[src/rtl/fcl_pkg.sv]
// Shared types and layer dimensions for the fully-connected layer sequencers.
package fcl_pkg;

    localparam int FCL1_NUM_IN  = 400;
    localparam int FCL1_NUM_OUT = 120;

    typedef enum logic [2:0] {
        IDLE,
        CLR,
        MAC,
        DRAIN,
        WRITE,
        DONE
    } fcl_seq_state_t;

endpackage

[src/rtl/fcl_dly_line.sv]
// DEPTH-stage 1-bit shift register with enable and synchronous flush.
// q is registered and reads 0 on any edge where the line is frozen.
module fcl_dly_line #(
    parameter int DEPTH = 1
) (
    input  logic clk,
    input  logic rst,
    input  logic en,
    input  logic flush,
    input  logic d,
    output logic q
);

    logic [DEPTH-1:0] sh_q;
    logic [DEPTH-1:0] sh_n;

    always_comb begin
        sh_n    = sh_q;
        sh_n[0] = d;
        for (int i = 1; i < DEPTH; i++) begin
            sh_n[i] = sh_q[i-1];
        end
    end

    always_ff @(posedge clk) begin
        if (rst || flush) begin
            sh_q <= '0;
            q    <= 1'b0;
        end else if (en) begin
            sh_q <= sh_n;
            q    <= sh_n[DEPTH-1];
        end else begin
            q    <= 1'b0;
        end
    end

endmodule

[src/rtl/fcl_seq.sv]
// Address/strobe sequencer for one fully-connected layer: CLR, NUM_IN reads,
// MEM_LAT drain, result write per neuron; pulses the busy-flag set/reset.
//   IDLE wait start | CLR clear acc | MAC issue reads | DRAIN wait for last product
//   WRITE emit neuron sum | DONE end-of-layer pulse
module fcl_seq
    import fcl_pkg::*;
#(
    parameter int NUM_IN  = FCL1_NUM_IN,
    parameter int NUM_OUT = FCL1_NUM_OUT,
    parameter int MEM_LAT = 1,
    parameter int IN_AW   = $clog2(NUM_IN),
    parameter int W_AW    = $clog2(NUM_IN * NUM_OUT),
    parameter int OUT_AW  = (NUM_OUT > 1) ? $clog2(NUM_OUT) : 1
) (
    input  logic              fcl_seq_clk,
    input  logic              fcl_seq_rst,
    input  logic              fcl_seq_en_i,
    input  logic              start_i,
    input  logic              abort_i,
    output logic              rd_en_o,
    output logic [IN_AW-1:0]  in_addr_o,
    output logic [W_AW-1:0]   w_addr_o,
    output logic              acc_clr_o,
    output logic              acc_en_o,
    output logic              out_valid_o,
    output logic [OUT_AW-1:0] out_addr_o,
    output logic              flag_set_o,
    output logic              flag_clr_o,
    output logic              done_o
);

    localparam logic [IN_AW-1:0]  IN_LAST    = IN_AW'(NUM_IN - 1);
    localparam logic [OUT_AW-1:0] OUT_LAST   = OUT_AW'(NUM_OUT - 1);
    localparam logic [2:0]        DRAIN_LAST = 3'(MEM_LAT - 1);

    fcl_seq_state_t    state_q, state_n;
    logic [IN_AW-1:0]  in_cnt_q, in_cnt_n;
    logic [W_AW-1:0]   w_addr_q, w_addr_n;
    logic [OUT_AW-1:0] neuron_q, neuron_n;
    logic [2:0]        drain_q, drain_n;
    logic              abort_hit;
    logic              set_n;

    always_comb begin
        state_n   = state_q;
        in_cnt_n  = in_cnt_q;
        w_addr_n  = w_addr_q;
        neuron_n  = neuron_q;
        drain_n   = drain_q;
        abort_hit = 1'b0;
        set_n     = 1'b0;
        if (state_q != IDLE && abort_i) begin
            abort_hit = 1'b1;
            state_n   = IDLE;
        end else begin
            case (state_q)
                IDLE: begin
                    if (start_i) begin
                        set_n    = 1'b1;
                        in_cnt_n = '0;
                        w_addr_n = '0;
                        neuron_n = '0;
                        drain_n  = '0;
                        state_n  = CLR;
                    end
                end
                CLR: begin
                    drain_n = '0;
                    state_n = MAC;
                end
                MAC: begin
                    w_addr_n = w_addr_q + W_AW'(1);
                    if (in_cnt_q == IN_LAST) begin
                        in_cnt_n = '0;
                        state_n  = DRAIN;
                    end else begin
                        in_cnt_n = in_cnt_q + IN_AW'(1);
                    end
                end
                DRAIN: begin
                    if (drain_q == DRAIN_LAST) begin
                        state_n = WRITE;
                    end else begin
                        drain_n = drain_q + 3'd1;
                    end
                end
                WRITE: begin
                    drain_n = '0;
                    if (neuron_q == OUT_LAST) begin
                        state_n = DONE;
                    end else begin
                        neuron_n = neuron_q + OUT_AW'(1);
                        state_n  = CLR;
                    end
                end
                DONE: begin
                    state_n = IDLE;
                end
                default: begin
                    state_n = IDLE;
                end
            endcase
        end
    end

    // Strobes are registered from the next state; a frozen edge zeroes them
    // while the state and counters keep their value for resumption.
    always_ff @(posedge fcl_seq_clk) begin
        if (fcl_seq_rst) begin
            state_q     <= IDLE;
            in_cnt_q    <= '0;
            w_addr_q    <= '0;
            neuron_q    <= '0;
            drain_q     <= '0;
            rd_en_o     <= 1'b0;
            acc_clr_o   <= 1'b0;
            out_valid_o <= 1'b0;
            flag_set_o  <= 1'b0;
            flag_clr_o  <= 1'b0;
            done_o      <= 1'b0;
        end else if (fcl_seq_en_i) begin
            state_q     <= state_n;
            in_cnt_q    <= in_cnt_n;
            w_addr_q    <= w_addr_n;
            neuron_q    <= neuron_n;
            drain_q     <= drain_n;
            rd_en_o     <= (state_n == MAC);
            acc_clr_o   <= (state_n == CLR);
            out_valid_o <= (state_n == WRITE);
            flag_set_o  <= set_n;
            flag_clr_o  <= (state_n == DONE) || abort_hit;
            done_o      <= (state_n == DONE);
        end else begin
            rd_en_o     <= 1'b0;
            acc_clr_o   <= 1'b0;
            out_valid_o <= 1'b0;
            flag_set_o  <= 1'b0;
            flag_clr_o  <= 1'b0;
            done_o      <= 1'b0;
        end
    end

    assign in_addr_o  = in_cnt_q;
    assign w_addr_o   = w_addr_q;
    assign out_addr_o = neuron_q;

    // Fed from the held state decode so a freeze cannot drop an in-flight read.
    fcl_dly_line #(
        .DEPTH (MEM_LAT)
    ) u_acc_dly (
        .clk   (fcl_seq_clk),
        .rst   (fcl_seq_rst),
        .en    (fcl_seq_en_i),
        .flush (abort_hit && fcl_seq_en_i),
        .d     (state_q == MAC),
        .q     (acc_en_o)
    );

endmodule
[config.mk]
export PLATFORM = sky130hd
export DESIGN_NAME = fcl_seq
export DESIGN_NICKNAME = d
export VERILOG_FILES = /design/src/rtl/fcl_pkg.sv /design/src/rtl/fcl_dly_line.sv /design/src/rtl/fcl_seq.sv
export SDC_FILE = /design/constraint.sdc
export NUM_CORES = 1
export LEC_CHECK = 0
export ABC_CLOCK_PERIOD_IN_PS = 1840
export CORE_AREA = 2 2 77 79
export DETAILED_ROUTE_END_ITERATION = 10
export DIE_AREA = 0 0 79 81
export PLACE_DENSITY = 0.62
export SLEW_MARGIN = 20
export SYNTH_ARGS = -nofsm -noshare
export SYNTH_HDL_FRONTEND = slang
export SYNTH_HIERARCHICAL = 1
export SYNTH_SLANG_ARGS = --single-unit
[constraint.sdc]
create_clock -name fcl_seq_clk -period 1.84 [get_ports fcl_seq_clk]
set_input_delay 0.368 -clock fcl_seq_clk [delete_from_list [all_inputs] [get_ports fcl_seq_clk]]
set_output_delay 0.368 -clock fcl_seq_clk [all_outputs]
set_load 0.1 [all_outputs]
==> impl_results.md, run 1 <==
- Final setup viols: 0
- Final Worst Setup Slack: 39.6 ps
- Final #Nets: 329
- DPL Wire Length: 3720 um
- Synth cell types: 44
- Metal2 WL: 2540 um
- I/O pin count: 44
- Antenna Cells: 0
- Syn avg cell area: 8.53 sq um
- Share of cells above drive strength 1: 37.2%
- Crit path arrival time: 2020 ps
- Final instance area: 0.00345 sq mm
- Initial Utilization: 37.6%
- Status: completed
- Start of the worst register-to-register path: state_q[1]
- Syn. warnings: 6
- Worst reg2reg path depth: 6
- HP Class: flop to flop
- Placed Area: 0.00331 sq mm
- Pint: 1.34 mW
- Area grow syn2layout: 61.8%
- Worst setup EP type: flop
- Overall routing resource usage: 17.0%
- Clock Sinks: 45
- Largest net degree at the start of global routing: 21
- Power Dens Cells: 524 mW/mm^2
- Top sig layer: met4
- Crit path time final: 1800 ps
- Clk_lat worst skew: 290 ps
- Number of global-route vias before repair: 1,968
- CP startpoint kind: flop
- Fin. Hold Viols: 0
- Sequential share of power: 54.3%
- Worst Tran Pin Value: 505 ps
- Met1 Wirelength: 2190 um
- DRT iter0 DRCs: 85
- Async S/R FF share, synth: 0%
- Max cap viols: 0
- Synth Flop Type: dfxtp_1
- CTS Buf Count: 5
- CP max stage delay: 400 ps
- Clock power share: 32.3%
- Launch point of the worst path: state_q[1]
- Highest-delay cell along the critical path: or3b_4
- Logic pwr share: 13.4%
- Worst-path cell chain: or3b_4 -> a2111oi_4 -> buf_4 -> nor2_2 -> or3_1 -> a21oi_1
- Unrepaired setup endpoints after global routing: yes
- WL final: 4950 um
- Port buffer count: 43
- Vias per cell: 5.01
- First-pass detailed-route iteration total: 4
- Die area: 0.00640 sq mm
- WL per Instance: 12.5 um
- Post-Place Worst Slack: -246 ps
- DR vias: 1,977
- Core area: 0.00568 sq mm
- Critical path endpoint: out_addr_o[5]
- Hold Crit Depth: 2
- FF+latch count, synth: 45
- Final period utilization: 97.8%
- WS Path Type: flop to flop
- Setup TNS: 0 ps
- Max Fclk: 555 MHz
- Die height: 81 um
- Clock root cell: clkbuf_8
- Max-slew headroom: 66.2%
- Worst-path maximum fanout: 3
- Initial antenna violation count: 0
- Total grt overflow: 0
- R2R setup slack: 40 ps
- CTS Hold Bufs: 0
- Worst Skew: 9.31 ps
- Synthesized cell area: 0.00213 sq mm
- Row count: 28
- Die X: 79 um
- Cells after Synth: 250
- Switching Fraction: 26.0%
- VDD IR max: 272 uV
- CTS clk-pin slew, worst paths: 80 ps
- Post-synth EDFFs: 0
- ANT nets after route: 0
- DRC Markers: 0
- Routed wl met3: 182 um
- Mapped Nets: 260
- CTS Buffer Depth: 2
- CTS tree: done
- H-tree levels: 2
- Sw Pwr: 0.469 mW
- Slew Limit Fails: 0
- Fillers: 494
- CP required: 2060 ps
- R2R Path End: out_addr_o[5]
- Sequential share of the synthesized area: 42.2%
- Placer Congestion: 0.881
- First-pass GRT wire length: 8740 um
- P_leak: 1.26 nW
per-layer routing:
metal  vias to the layer above  track usage (%)
li1                       1007                -
met1                       929             20.3
met2                        39             30.2
met3                         2             4.44
met4                         0             5.17
met5                         -                0
power by group through the flow:
| stage | sequential (mW) | combinational, mW | clock, mW |
|---|---|---|---|
| floorplan | 1.05 | 0.0799 | 0 |
| global placement | 1.00 | 0.236 | 0 |
| detailed placement | 1.00 | 0.239 | 0 |
| CTS | 0.982 | 0.239 | 0.609 |
| global route | 0.984 | 0.260 | 0.656 |
| finish | 0.981 | 0.242 | 0.584 |
cells in the mapped netlist (2+ instances only):
library cell  count  share of area, %
nand4_1           7               2.1
mux2i_1           4               1.9
nor3_1            8               1.9
inv_1            10               1.8
o31ai_1           2              0.70
o32ai_1           2              0.82
buf_2             3              0.70
or2_2             2              0.59
nor2_1           43               7.6
o2111ai_1         2              0.82
nor3b_1           3               1.1
ha_1              5               2.9
clkbuf_1          5              0.88
dfxtp_1          45                42
and4_1            3               1.2
nand3b_1          2              0.70
nor4b_1           2              0.82
a21oi_1          10               2.3
and3_1            2              0.59
nor4_1            2              0.59
xor2_1            9               3.7
nand3_1           7               1.6
a31oi_1           2              0.59
or3_1             6               1.8
nor2b_1           6               1.8
a211oi_1          2              0.70
xnor2_1          12               4.9
nand2_1          18               3.2
o21ai_0          11               2.6
final cells by class:
cell class | instances | area, sq um | area share [%]
clock inverter | 2 | 10.0 | 0.290
inverter | 10 | 37.5 | 1.09
clock buffer | 6 | 72.6 | 2.10
multi-input combinational | 187 | 1230 | 35.6
sequential | 45 | 958 | 27.8
tap | 75 | 93.8 | 2.72
timing repair buffer | 70 | 1050 | 30.4
repair_timing:
| action | in CTS | in global routing |
|---|---|---|
| endpoints found under the setup margin | 0 | 10 |
| buffers inserted | 0 | 1 |
| resized for setup | 0 | 10 |
critical path, delay by kind of cell (launching register included):
kind | cells | cell delay (ps)
AOI/OAI and AO/OA | 2 | 470
buffers and inverters | 1 | 170
DFF | 1 | 340
and+or+nand+nor | 3 | 750
worst min-delay path by stage:
stage	startpoint	slack (ps)	to
after floorplan	drain_q[1]	490	drain_q[1]
after global placement	w_addr_o[1]	490	w_addr_o[1]
after detailed placement	w_addr_o[1]	490	w_addr_o[1]
after CTS	w_addr_o[1]	510	w_addr_o[1]
after global routing	w_addr_o[1]	520	w_addr_o[1]
final	w_addr_o[1]	500	w_addr_o[1]
sequential cells by signal, indices dropped and copies added (netlist names), 3 cells and up:
signal,cells
state_q,3
drain_q,3
in_addr_o,9
w_addr_o,16
out_addr_o,7
kinds of logic (layout without fill, tap and decap cells):
logic type               Yosys count  in the layout  synth area share [%]
AO/OA/AOI/OAI                     41             41                  13.6
XOR/XNOR                          21             21                  8.62
adder cells (fa/ha/maj)            5              5                  2.93
flip-flops                        45             45                  42.2
buffers and inverters             18             88                  3.34
multiplexers                       4              4                  1.88
AND/OR/NAND/NOR                  116            116                  27.4
layout by cell type (no fill, tap or decap), types with 6 or more instances in the layout:
cell | netlist | layout
dfxtp_1 | 45 | 19
or3_1 | 6 | 6
nand4_1 | 7 | 7
a21oi_1 | 10 | 10
xnor2_1 | 12 | 12
nand2_1 | 18 | 18
dfxtp_2 | 0 | 16
buf_12 | 0 | 41
inv_1 | 10 | 10
dfxtp_4 | 0 | 10
nor3_1 | 8 | 7
buf_4 | 0 | 25
o21ai_0 | 11 | 11
xor2_1 | 9 | 9
nand3_1 | 7 | 6
nor2_1 | 43 | 42
through the flow:
| step | util, % | cells | hold WS, ps | power (mW) |
|---|---|---|---|---|
| 3_5_place_dp | 58.4 | 386 | 492 | 1.24 |
| 6_report | 60.8 | 395 | 502 | 1.81 |
| 3_3_place_gp | 58.4 | 386 | 489 | 1.24 |
| 4_1_cts | 59.8 | 394 | 505 | 1.83 |
| 2_1_floorplan | - | 250 | 487 | 1.13 |
| 5_1_grt | 60.8 | 395 | 520 | 1.90 |
(Power assumes the default switching activity.)
==> run 2, diff against run 1 <==
--- a/constraint.sdc
+++ b/constraint.sdc
@@ -3,2 +3,2 @@
 set_output_delay 0.368 -clock fcl_seq_clk [all_outputs]
-set_load 0.1 [all_outputs]
+set_load 0.02 [all_outputs]
==> run 2 against run 1 <==
Effect of this change: worst hold slack got worse by 12 ps; clock power grew 41%; critical path depth is 1 higher; power is 11% higher.
==> impl_results.md, run 2 (synthesis gave the netlist of run 1 again) <==
- Status: completed
- CTS clk-pin slew, worst paths: 80 ps
- Max-slew headroom: 70.2%
- Post-Place Worst Slack: -270 ps
- HP Class: flop to flop
- R2R setup slack: 60 ps
- Crit path arrival time: 1970 ps
- Slew Limit Fails: 0
- Worst Skew: 9.54 ps
- Initial Utilization: 37.6%
- VDD IR max: 336 uV
- Hold Crit Depth: 2
- DRC Markers: 0
- Hold EP: out_addr_o[1]
- Vias per cell: 4.95
- I/O pin count: 44
- Clock Sinks: 45
- ANT nets after route: 0
- CTS Buffer Depth: 2
- Final setup viols: 0
- Start of the worst register-to-register path: out_addr_o[0]
- CP startpoint kind: flop
- R2R Path End: out_addr_o[4]
- Number of global-route vias before repair: 1,824
- Overall routing resource usage: 16.2%
- Clk_lat worst skew: 300 ps
- Area grow syn2layout: 45.5%
- Port buffer count: 43
- Most common cell after layout, fill and taps aside: nor2_1
- Max Fclk: 560 MHz
- Fillers: 543
- Final period utilization: 97.0%
- Die area: 0.00640 sq mm
- P_leak: 1.13 nW
- Core area: 0.00568 sq mm
- Worst reg2reg path depth: 7
- Clock root cell: clkbuf_8
- Crit path time final: 1780 ps
- CTS tree: done
- First-pass detailed-route iteration total: 4
- H-tree levels: 2
- Hold wc startpoint: out_addr_o[1]
- Die height: 81 um
- Max cap viols: 0
- Worst-path maximum fanout: 5
- CTS Buf Count: 5
- Most frequent cells in the layout: nor2_1 (43), clkdlybuf4s50_1 (42), dfxtp_1 (40)
- First-pass GRT wire length: 8270 um
- DPL Wire Length: 3560 um
- CP required: 2020 ps
- DR vias: 1,996
- Fin. Hold Viols: 0
- Total grt overflow: 0
- Share of cells above drive strength 1: 19.8%
- Die X: 79 um
- Initial antenna violation count: 0
- DRT iter0 DRCs: 50
- Overall power: 2.01 mW
- Worst Tran Pin Value: 445 ps
- WL per Instance: 12.2 um
- Worst setup EP type: flop
- Final #Nets: 337
- Max reg flops: 16
- Row count: 28
- Unrepaired setup endpoints after global routing: yes
- Largest net degree at the start of global routing: 21
- WL final: 4920 um
- CTS Hold Bufs: 0
- Placer Congestion: 0.805
- WS Path Type: flop to flop
- Antenna Cells: 0
- Power Dens Cells: 647 mW/mm^2
- Final Worst Setup Slack: 55.7 ps
==> run 2: cell types whose count changed in the layout (fill, tap and decap cells not counted), moves of 7 or more <==
cell	change
clkdlybuf4s50_1	+38
dfxtp_4	-9
dfxtp_1	+21
buf_4	+7
buf_12	-39
dfxtp_2	-12
==> run 2: through the flow <==
stage,utilization (%),TNS (ps),cells,hold slack (ps),cell area (sq um)
after global placement,51.4,-5440,393,477,2920
after detailed placement,51.4,-5980,393,482,2920
after floorplan,-,0,250,487,2160
after CTS,53.7,0,401,492,3050
final,54.7,0,403,490,3100
after global routing,54.7,-29.9,403,516,3100
==> run 2: repair_timing <==
action | CTS | global route
buffers inserted | 0 | 2
gates resized for setup | 0 | 10
endpoints found under the setup margin | 0 | 19
==> run 2: final cells by class <==
class                           instances  area [sq um]  share of cell area [%]
Multi-Input combinational cell        187          1210                    39.0
Sequential cell                        45           910                    29.3
Timing Repair Buffer                   78           724                    23.3
Clock buffer                            6          93.8                    3.02
Tap cell                               75          93.8                    3.02
Inverter                               10          37.5                    1.21
Clock inverter                          2          35.0                    1.13
==> run 2: worst max path at each step <==
stage / slack, ps / from / depth (start not counted) / to
floorplan: 1 / out_addr_o[0] / 6 / out_addr_o[5]
global placement: -220 / fcl_seq_en_i / 8 / w_addr_o[13]
detailed placement: -270 / fcl_seq_en_i / 7 / in_addr_o[8]
CTS: 50 / fcl_seq_en_i / 7 / in_addr_o[8]
global route: -20 / out_addr_o[0] / 7 / out_addr_o[4]
finish: 60 / out_addr_o[0] / 7 / out_addr_o[4]
==> run 2: per-layer routing <==
metal	up-vias	part of all wire (%)	global-route usage (%)
met4	0	1.0	5.34
met1	919	48	21.4
met5	-	0	0
met2	42	46	26.0
li1	1030	-	-
met3	5	4.1	4.22
==> run 2: critical path, stage by stage (launching register included) <==
cell	delay (ps)
dfxtp_4	370
ha_4	160
and4_4	210
a2111oi_4	380
buf_4	200
o2111ai_2	110
xor2_1	180
nor2_1	50
==> run 2: power breakdown <==
| part | total (mW) | leakage [nW] | internal, mW | switching [mW] |
|---|---|---|---|---|
| logic | 0.194 | 0.695 | 0.0953 | 0.0990 |
| clock network | 0.826 | 0.0663 | 0.485 | 0.341 |
| registers | 0.987 | 0.366 | 0.981 | 0.00606 |
| total | 2.01 | 1.13 | 1.56 | 0.446 |
